## src/rtl/commit_trace_pkg.sv

```systemverilog
// Shared definitions for the commit trace monitor: flag bit positions and
// record field offsets derived from the configured widths.
package commit_trace_pkg;

  localparam int NUM_FLAGS = 4;
  localparam int FLG_HALT  = 3;
  localparam int FLG_REGWE = 2;
  localparam int FLG_MEMRE = 1;
  localparam int FLG_MEMWE = 0;

  function automatic int rec_w(input int addr_w, input int reg_aw, input int data_w);
    return NUM_FLAGS + 2 * addr_w + reg_aw + 2 * data_w;
  endfunction

  // Offsets are LSB positions; mem_data sits at bit 0.
  function automatic int off_mem_addr(input int data_w);
    return data_w;
  endfunction

  function automatic int off_reg_data(input int addr_w, input int data_w);
    return data_w + addr_w;
  endfunction

  function automatic int off_reg_addr(input int addr_w, input int data_w);
    return 2 * data_w + addr_w;
  endfunction

  function automatic int off_pc(input int addr_w, input int reg_aw, input int data_w);
    return 2 * data_w + addr_w + reg_aw;
  endfunction

  function automatic int off_flags(input int addr_w, input int reg_aw, input int data_w);
    return 2 * data_w + 2 * addr_w + reg_aw;
  endfunction

endpackage

```

## src/rtl/commit_trace_monitor_sync_fifo.sv

```systemverilog
// Synchronous FIFO with a registered head word; a pushed entry becomes
// visible at the head one cycle after the push edge, never combinationally.
module sync_fifo #(
  parameter int WIDTH = 8,
  parameter int DEPTH = 16
) (
  input  logic             clk,
  input  logic             rst,
  input  logic             push,
  input  logic [WIDTH-1:0] wdata,
  input  logic             pop,
  output logic             full,
  output logic             empty,
  output logic [WIDTH-1:0] head
);

  localparam int PW = $clog2(DEPTH);

  logic [WIDTH-1:0] mem_q [DEPTH];
  logic [PW-1:0]    rd_q, rd_d, wr_q, wr_d;
  logic [PW:0]      cnt_q, cnt_d;
  logic [WIDTH-1:0] head_q, head_d;
  logic             do_push, do_pop;

  assign empty   = (cnt_q == '0);
  assign full    = (cnt_q == (PW+1)'(DEPTH));
  assign do_pop  = pop & ~empty;
  assign do_push = push & (~full | do_pop);
  assign head    = head_q;

  always_comb begin
    rd_d   = rd_q + PW'(do_pop);
    wr_d   = wr_q + PW'(do_push);
    cnt_d  = cnt_q + (PW+1)'(do_push) - (PW+1)'(do_pop);
    head_d = '0;
    // The word being written this edge lands at the head when it is the only one left.
    if (cnt_d != '0) begin
      if (do_push && (rd_d == wr_q)) head_d = wdata;
      else                           head_d = mem_q[rd_d];
    end
  end

  always_ff @(posedge clk) begin
    if (do_push) mem_q[wr_q] <= wdata;
  end

  always_ff @(posedge clk) begin
    if (rst) begin
      rd_q   <= '0;
      wr_q   <= '0;
      cnt_q  <= '0;
      head_q <= '0;
    end else begin
      rd_q   <= rd_d;
      wr_q   <= wr_d;
      cnt_q  <= cnt_d;
      head_q <= head_d;
    end
  end

endmodule

```

## src/rtl/commit_trace_monitor.sv

```systemverilog
// Commit-event monitor: packs each active commit cycle into a trace record,
// buffers records in a FIFO and keeps counters plus sticky halt/timeout/overflow.
module commit_trace_monitor
  import commit_trace_pkg::*;
#(
  parameter int DATA_W     = 16,
  parameter int ADDR_W     = 16,
  parameter int REG_AW     = 4,
  parameter int DEPTH      = 16,
  parameter int CNT_W      = 32,
  parameter int MAX_CYCLES = 100000,
  localparam int REC_W     = rec_w(ADDR_W, REG_AW, DATA_W)
) (
  input  logic              clk,
  input  logic              rst,
  input  logic              en,
  input  logic [ADDR_W-1:0] pc,
  input  logic              reg_we,
  input  logic [REG_AW-1:0] reg_addr,
  input  logic [DATA_W-1:0] reg_data,
  input  logic              mem_re,
  input  logic              mem_we,
  input  logic [ADDR_W-1:0] mem_addr,
  input  logic [DATA_W-1:0] mem_wdata,
  input  logic [DATA_W-1:0] mem_rdata,
  input  logic              halt,
  output logic              trc_valid,
  input  logic              trc_ready,
  output logic [REC_W-1:0]  trc_data,
  output logic [CNT_W-1:0]  cycle_count,
  output logic [CNT_W-1:0]  inst_count,
  output logic [CNT_W-1:0]  drop_count,
  output logic              halted,
  output logic              timeout,
  output logic              overflow
);

  localparam int OFF_MEM_ADDR = off_mem_addr(DATA_W);
  localparam int OFF_REG_DATA = off_reg_data(ADDR_W, DATA_W);
  localparam int OFF_REG_ADDR = off_reg_addr(ADDR_W, DATA_W);
  localparam int OFF_PC       = off_pc(ADDR_W, REG_AW, DATA_W);
  localparam int OFF_FLAGS    = off_flags(ADDR_W, REG_AW, DATA_W);
  localparam logic [CNT_W-1:0] WD_LIMIT = CNT_W'(MAX_CYCLES - 1);

  logic [CNT_W-1:0] cycle_count_q, cycle_count_d;
  logic [CNT_W-1:0] inst_count_q, inst_count_d;
  logic [CNT_W-1:0] drop_count_q, drop_count_d;
  logic             halted_q, halted_d, timeout_q, timeout_d, overflow_q, overflow_d;
  logic [REC_W-1:0] trc_rec;
  logic             active, evt, retire, push_req, pop, drop, fifo_full, fifo_empty;

  assign active   = en & ~halted_q & ~timeout_q;
  assign evt      = halt | reg_we | mem_re | mem_we;
  assign retire   = halt | reg_we | mem_we;
  assign push_req = active & evt;
  assign pop      = trc_valid & trc_ready;
  assign drop     = push_req & fifo_full & ~pop;

  always_comb begin
    trc_rec = '0;
    trc_rec[OFF_FLAGS + FLG_HALT]  = halt;
    trc_rec[OFF_FLAGS + FLG_REGWE] = reg_we;
    trc_rec[OFF_FLAGS + FLG_MEMRE] = mem_re;
    trc_rec[OFF_FLAGS + FLG_MEMWE] = mem_we;
    trc_rec[OFF_PC +: ADDR_W]      = pc;
    if (reg_we) begin
      trc_rec[OFF_REG_ADDR +: REG_AW] = reg_addr;
      trc_rec[OFF_REG_DATA +: DATA_W] = reg_data;
    end
    if (mem_re | mem_we) trc_rec[OFF_MEM_ADDR +: ADDR_W] = mem_addr;
    if (mem_we)      trc_rec[0 +: DATA_W] = mem_wdata;
    else if (mem_re) trc_rec[0 +: DATA_W] = mem_rdata;
  end

  sync_fifo #(
    .WIDTH (REC_W),
    .DEPTH (DEPTH)
  ) u_fifo (
    .clk   (clk),
    .rst   (rst),
    .push  (push_req),
    .wdata (trc_rec),
    .pop   (pop),
    .full  (fifo_full),
    .empty (fifo_empty),
    .head  (trc_data)
  );

  assign trc_valid = ~fifo_empty;

  always_comb begin
    cycle_count_d = cycle_count_q;
    inst_count_d  = inst_count_q;
    drop_count_d  = drop_count_q;
    halted_d      = halted_q;
    timeout_d     = timeout_q;
    overflow_d    = overflow_q;
    if (active) begin
      // Watchdog compares the pre-increment count; the expiring cycle still captures.
      if (cycle_count_q == WD_LIMIT) timeout_d = 1'b1;
      if (cycle_count_q != '1) cycle_count_d = cycle_count_q + 1'b1;
      if (retire && (inst_count_q != '1)) inst_count_d = inst_count_q + 1'b1;
      if (halt) halted_d = 1'b1;
    end
    if (drop) begin
      overflow_d = 1'b1;
      if (drop_count_q != '1) drop_count_d = drop_count_q + 1'b1;
    end
  end

  always_ff @(posedge clk) begin
    if (rst) begin
      cycle_count_q <= '0;
      inst_count_q  <= '0;
      drop_count_q  <= '0;
      halted_q      <= 1'b0;
      timeout_q     <= 1'b0;
      overflow_q    <= 1'b0;
    end else begin
      cycle_count_q <= cycle_count_d;
      inst_count_q  <= inst_count_d;
      drop_count_q  <= drop_count_d;
      halted_q      <= halted_d;
      timeout_q     <= timeout_d;
      overflow_q    <= overflow_d;
    end
  end

  assign cycle_count = cycle_count_q;
  assign inst_count  = inst_count_q;
  assign drop_count  = drop_count_q;
  assign halted      = halted_q;
  assign timeout     = timeout_q;
  assign overflow    = overflow_q;

endmodule

```

## config.mk

```make
export PLATFORM = sky130hd
export DESIGN_NAME = commit_trace_monitor
export DESIGN_NICKNAME = d
export VERILOG_FILES = /design/src/rtl/commit_trace_pkg.sv /design/src/rtl/commit_trace_monitor_sync_fifo.sv /design/src/rtl/commit_trace_monitor.sv
export SDC_FILE = /design/constraint.sdc
export NUM_CORES = 2
export LEC_CHECK = 0
export ABC_AREA = 1
export CORE_MARGIN = 1.5
export CORE_UTILIZATION = 32
export CTS_BUF_LIST = sky130_fd_sc_hd__clkbuf_16
export DETAILED_ROUTE_END_ITERATION = 7
export DONT_BUFFER_PORTS = 1
export GPL_ROUTABILITY_DRIVEN = 0
export PLACE_DENSITY_LB_ADDON = 0.12
export SLEW_MARGIN = 20
export SYNTH_ARGS = -nofsm -noshare
export SYNTH_HDL_FRONTEND = slang
export SYNTH_SLANG_ARGS = --single-unit
```

## constraint.sdc

```tcl
create_clock -name clk -period 6.32 [get_ports clk]
set_clock_uncertainty 0.05 [all_clocks]
set_input_delay 0.632 -clock clk [delete_from_list [all_inputs] [get_ports clk]]
set_output_delay 0.632 -clock clk [all_outputs]
set_load 0.03 [all_outputs]
```

Yosys cells after proc, flatten, opt, wreduce, memory -nomap -nowiden:

Memories as Yosys holds them, arrays and structs flattened. A register that Yosys moved wholly into a read port is not among the register bits.
Cells that the tools add are included.

* flip-flop bits (word level): 112
* bits in writable memories: 1152
* bits of input ports: 92
* output and inout port bits: 172
* word-level logic and storage cells: 57
* memories: 1

Memory list
* u_fifo.mem_q: words 16, bits a word 72, read ports 1, clocked after Yosys merged registers in 1, wr ports 1, line commit_trace_monitor_sync_fifo.sv:19 `logic [WIDTH-1:0] mem_q [DEPTH];`

* add/subtract/negate cells: 7
* equality and inequality tests: 5
* mux-type cells: 6
* bitwise operators: 20
* reductions and logical operators: 9

Operators by type and width (number)
* 32-bit by 1-bit adder with 32-bit output (second input constant): 3
* 32-bit != test (second input constant): 3
* 16-bit two-way mux: 3
* 32-bit by 17-bit == test with 1-bit output (second input constant): 1
* 20-bit two-way mux: 1
* 2-bit AND reduction: 5
* 4-bit by 1-bit adder with 4-bit output: 2
* 1-bit bitwise AND: 8
* 1-bit NOT: 6
* 1-bit bitwise OR: 6
* 5-bit by 1-bit adder with 5-bit output: 1
* 5-bit == test (second input constant): 1
* 5-bit zero test: 1
* 5-bit nonzero test: 1
* 5-bit by 1-bit subtractor with 5-bit output: 1
* 1-bit two-way mux: 2
* 2-bit OR reduction: 1
* 1-bit logical AND: 1

Depth between registers and ports, before layout:

* depth after elaboration: 11
* gate-level depth with buffers: 19
* depth with buffers taken out: 18

Modules after synthesis:

Synthesis repeated with hierarchy kept, for this count alone.

* cell total of the unflattened synthesis: 5503
* area, all modules: 56346.5 µm²

By module, submodules not included
* sync_fifo: instances 1, cells an instance 4377, area an instance 49707.7 µm², seq. area each 36294.8 µm²
* commit_trace_monitor: instances 1, cells an instance 1126, area an instance 6638.9 µm², seq. area each 1981.9 µm²

Worst setup path before layout:

OpenSTA, ideal clock, no wires.

* kind: input -> register
* start point: input port mem_we
* end point: memory u_fifo.mem_q[10][0] (netlist bit), enable pin
* library setup time: 0.503 ns
* arrival time: 4.380 ns
* required time: 5.767 ns
* setup slack: 1.387 ns
* cell stages on the path: 9
* path buffers: 1
* cell sequence: buf_2 -> inv_2 -> nand2_2 -> o21ai_1 -> inv_1 -> nand2_1 -> inv_2 -> nand3_1 -> nor2_1

* cells in the longest elaborated chain, start to end: 5

RTL lines
* start: declaration: line commit_trace_monitor.sv:22 `input logic mem_we,`
* 1-bit bitwise OR: line commit_trace_monitor.sv:53 `assign evt = halt | reg_we | mem_re | mem_we;`
* 1-bit bitwise AND: line commit_trace_monitor.sv:55 `assign push_req = active & evt;`
* 1-bit bitwise AND: line commit_trace_monitor_sync_fifo.sv:28 `assign do_push = push & (~full | do_pop);`
* 1-bit two-way mux: line commit_trace_monitor_sync_fifo.sv:44 `if (do_push) mem_q[wr_q] <= wdata;`
* 1-bit two-way mux (implied by the code): line commit_trace_monitor_sync_fifo.sv:44
* end: declaration: line commit_trace_monitor_sync_fifo.sv:19

Every way passes these cells.

Worst setup path in the final report:

* start point: register u_fifo.cnt_q[2]
* end point: register u_fifo.head_q[49] (netlist: u_fifo.head[49]) (read register of u_fifo.mem_q)

* cells in the longest elaborated chain, start to end: 11
* elaborated cells between the ends (all ways): 14
* classes of those cells: add/sub (3); eq/ne (1); bitwise (7); reduce/logical (3)

RTL lines
* start: declaration: line commit_trace_monitor_sync_fifo.sv:21 `logic [PW:0] cnt_q, cnt_d;`
* start signal: assignment: line commit_trace_monitor_sync_fifo.sv:56 `cnt_q <= cnt_d;`
* 5-bit zero test (*): line commit_trace_monitor_sync_fifo.sv:25 `assign empty = (cnt_q == '0);`
* 1-bit NOT (*): line commit_trace_monitor.sv:89 `assign trc_valid = ~fifo_empty;`
* named net trc_valid: line commit_trace_monitor.sv:27 `output logic trc_valid,`
* 1-bit bitwise AND: line commit_trace_monitor.sv:56 `assign pop = trc_valid & trc_ready;`
* 1-bit bitwise AND (*): line commit_trace_monitor_sync_fifo.sv:27 `assign do_pop = pop & ~empty;`
* 1-bit bitwise OR: line commit_trace_monitor_sync_fifo.sv:28
* 1-bit bitwise AND: line commit_trace_monitor_sync_fifo.sv:28
* 5-bit by 1-bit adder with 5-bit output: line commit_trace_monitor_sync_fifo.sv:34 `cnt_d = cnt_q + (PW+1)'(do_push) - (PW+1)'(do_pop);`
* 5-bit by 1-bit subtractor with 5-bit output: line commit_trace_monitor_sync_fifo.sv:34
* 5-bit nonzero test: line commit_trace_monitor_sync_fifo.sv:37 `if (cnt_d != '0) begin`
* 1-bit NOT (no line)
* 2-bit OR reduction (no line)
* end: declaration: line commit_trace_monitor_sync_fifo.sv:22 `logic [WIDTH-1:0] head_q, head_d;`

Mark *: on every way through the listed nets, which the timed path passes. The rest lies on a longest branch.
A chain may end at the register's enable or synchronous reset.

==> metrics.md <==
| Metric | Value |
|---|---|
| Status | complete, no violations |
| Routed vias | between 40000 and 50000 |
| Worst VDD drop | ~0.00034 V |
| Hold_ws | 0.0639 ns |
| Asr flop ratio synth | 0 |
| Net Switching | ~9 mW |
| Slew @ Worst Pin | roughly 1.2 ns |
| Crit Path Class | flop to flop |
| Slew Limit Headroom | 0.211 |
| Avg Inst Size Synth | just under 10 um2 |
| Global-route wire length before repair | 285000 um |
| Setup ws final | just under 2 ns |
| Sequential share of power | 0.413 |
| Avg WL per Cell | around 23 um |
| Pwr dens | ~380 nW/um2 |
| Synth Flop Type | edfxtp_1 |
| FILL cells | about 18000 |
| Hold violation count in the final report | 0 |
| NumNets Final | between 6000 and 7000 |
| Library cells used by synthesis | 36 |
| Maximum root-to-sink buffer count | 3 |
| Via density per instance | 4.90 |
| HPWL Detailed | ~100000 um |
| Final count of negative-setup-slack endpoints | 0 |
| Element type at the critical path start | flop |
| DRT Pass-1 Iters | 7 |
| Synth-to-Final Area Change | 13.0% |
| Vias in the first global route | 41058 |
| Register area | ~38000 um2 |
| Post-DRT Antenna Nets | 0 |
| Critical Path End Type | flop |
| FP Rows | around 160 |
| Clock power share | 0.341 |
| Switching Share | 0.349 |
| FMAX | approximately 230 MHz |
| Setup TNS | 0 ns |
| Yosys reg bits | around 1300 |
| Max-cap violations | 0 |
| Grt total ovfl | 0 |
| Initial core utilization | 0.323 |
| RSZ-0062 raised after global routing | no |
| GRT Resource Usage Total | 0.205 |
| Postcts setup bufs | 0 |
| Share of post-route cells with drive strength above 1 | 0.0547 |
| Die X | 433 um |
| # IOs | between 200 and 300 |
| Internal power | roughly 17 mW |
| Final Cycle Share | 0.686 |
| CTS tree | built |
| Worst-path clk slew | 0.06 ns |
| Min Clock Period, post-route | approximately 4.3 ns |
| Die area | 188000 um2 |
| CP Max Fanout | between 100 and 150 |
| Routed WL | slightly below 200000 um |
| Clock buffer count from CTS | 156 |
| CP Data Required Time | around 7.0 ns |
| Arr. time, crit path | about 5 ns |
| Die height | approximately 430 um |
| Logic pwr share | 0.245 |
| Final Max Slew Viols | 0 |
| Syn Inst Count | 6110 |
| Worst Hold Class | primary input to flop |
| Initial DRC count | approximately 3300 |
| Register area share after synthesis | 0.646 |
| Synth Net Count | 6214 |
| Largest net degree at the start of global routing | about 180 |
| Leakage | 27.5 nW |
| Commonest non-fill, non-tap cell in the layout | nand2_1 |
| Pre-CTS WS | approximately 1.9 ns |
| Clk sink count | around 1300 |
| Core box area | approximately 180000 um2 |
| Worst-Skew Late Latency | 0.81 ns |
| Commonest non-fill, non-tap cells in the layout | nand2_1 (1586), nand3_1 (1465), edfxtp_1 (1152) |
| Multi-input logic area | 16300 um2 |
| Mapped Area | around 59000 um2 |
| Clock Tree Root | clkbuf_16 |
| Antenna violations before repair | 18 |
| Post-synth EDFFs | roughly 1200 |
| Detailed-route DRC error count | 0 |
| Synthesis warning total | 0 |
| CTS H-Tree Depth | 4 |
| PnR Total Power | 25.7 mW |
| Count of buffers from port buffering | 0 |
==> final timing paths <==
kind,start,endpoint,slack [ns],cells after the start
worst max-delay path,u_fifo.cnt_q[2]$_SDFF_PP0_,u_fifo.head[49]$_SDFF_PP0_,1.98,14
worst min-delay path,pc[4],u_fifo.head[56]$_SDFF_PP0_,0.06,5
worst max register to register,u_fifo.cnt_q[2]$_SDFF_PP0_,u_fifo.head[49]$_SDFF_PP0_,1.98,14
worst min register to register,u_fifo.wr_q[1]$_SDFF_PP0_,u_fifo.wr_q[3]$_SDFF_PP0_,0.55,2
==> logic make-up after synthesis <==
logic type / synth area share
compound gates: 0.0123
simple gates: 0.248
fa+ha+maj: 0.00266
xor+xnor: 0.00798
flops: 0.646
buf+inv: 0.0832
==> synthesized netlist by cell type (14+ instances only) <==
cell type	count	area share
a21oi_1	74	0.0063
a22oi_1	17	0.0022
buf_1	45	0.0029
buf_2	109	0.0092
buf_4	25	0.0032
clkbuf_1	177	0.011
dfxtp_1	184	0.062
edfxtp_1	1152	0.58
inv_1	865	0.055
nand2_1	1588	0.10
nand3_1	1465	0.12
nand3b_1	16	0.0020
nand4_1	30	0.0032
nor2_1	154	0.0098
nor3_1	47	0.0040
nor4_1	17	0.0018
o21ai_0	33	0.0028
xnor2_1	14	0.0021
xor2_1	40	0.0059
==> through the flow <==
step,cells,util,area [um2]
6_report,8613,0.365,67000
5_1_grt,8608,0.365,66900
4_1_cts,8604,0.365,66900
3_5_place_dp,8292,0.337,61700
3_3_place_gp,8291,0.336,61700
2_1_floorplan,6110,-,59300
==> worst max-delay path, stage by stage (launching register included) <==
cell and delay (ns):
dfxtp_1 0.33, inv_1 0.07, ha_1 0.24, nand3_4 0.19, nand2_2 0.14, nand2_8 0.57, nand2_8 0.58, xor2_1 0.33
nor2_4 0.60, buf_4 0.63, nand3_1 0.16, nand2_1 0.11, inv_1 0.05, nand2_1 0.06, inv_1 0.04
==> final cells by class <==
| type | count | area share |
|---|---|---|
| Timing Repair Buffer | 103 | 0.0159 |
| Tap cell | 2464 | 0.0460 |
| Multi-Input combinational cell | 3538 | 0.243 |
| Sequential cell | 1336 | 0.572 |
| Antenna cell | 9 | 0.000336 |
| Inverter | 872 | 0.0490 |
| Clock inverter | 132 | 0.0145 |
| Clock buffer | 159 | 0.0594 |
==> flip-flops by register name, indices dropped and copies added, names as in the netlist <==
signal / count
cycle_count: 32
u_fifo.mem_q: 1152
u_fifo.cnt_q: 5
u_fifo.rd_q: 4
u_fifo.wr_q: 4
overflow: 1
drop_count: 32
timeout: 1
u_fifo.head: 72
halted: 1
inst_count: 32
==> routing by layer <==
metal | global-route usage | share of wire
met3 | 0.0401 | 0.058
met5 | 0 | 0.00062
met4 | 0.0598 | 0.024
met1 | 0.268 | 0.44
met2 | 0.341 | 0.47
==> power groups by stage <==
stage	Sequential, mW	Clock [mW]	Combinational [mW]
after floorplan	10.6	0	4.57
after global placement	10.8	0	6.34
after detailed placement	10.8	0	6.33
after CTS	10.6	9.00	6.40
after global routing	10.6	9.31	7.14
final	10.6	8.77	6.30
==> timing repair <==
action                                 4_1_cts  5_1_grt
setup endpoints to repair                    0        0
gates resized for setup                      0        0
endpoints found under the hold margin      401        0
hold buffers                                21        0
No activity file was read; power rests on OpenSTA's default activity.
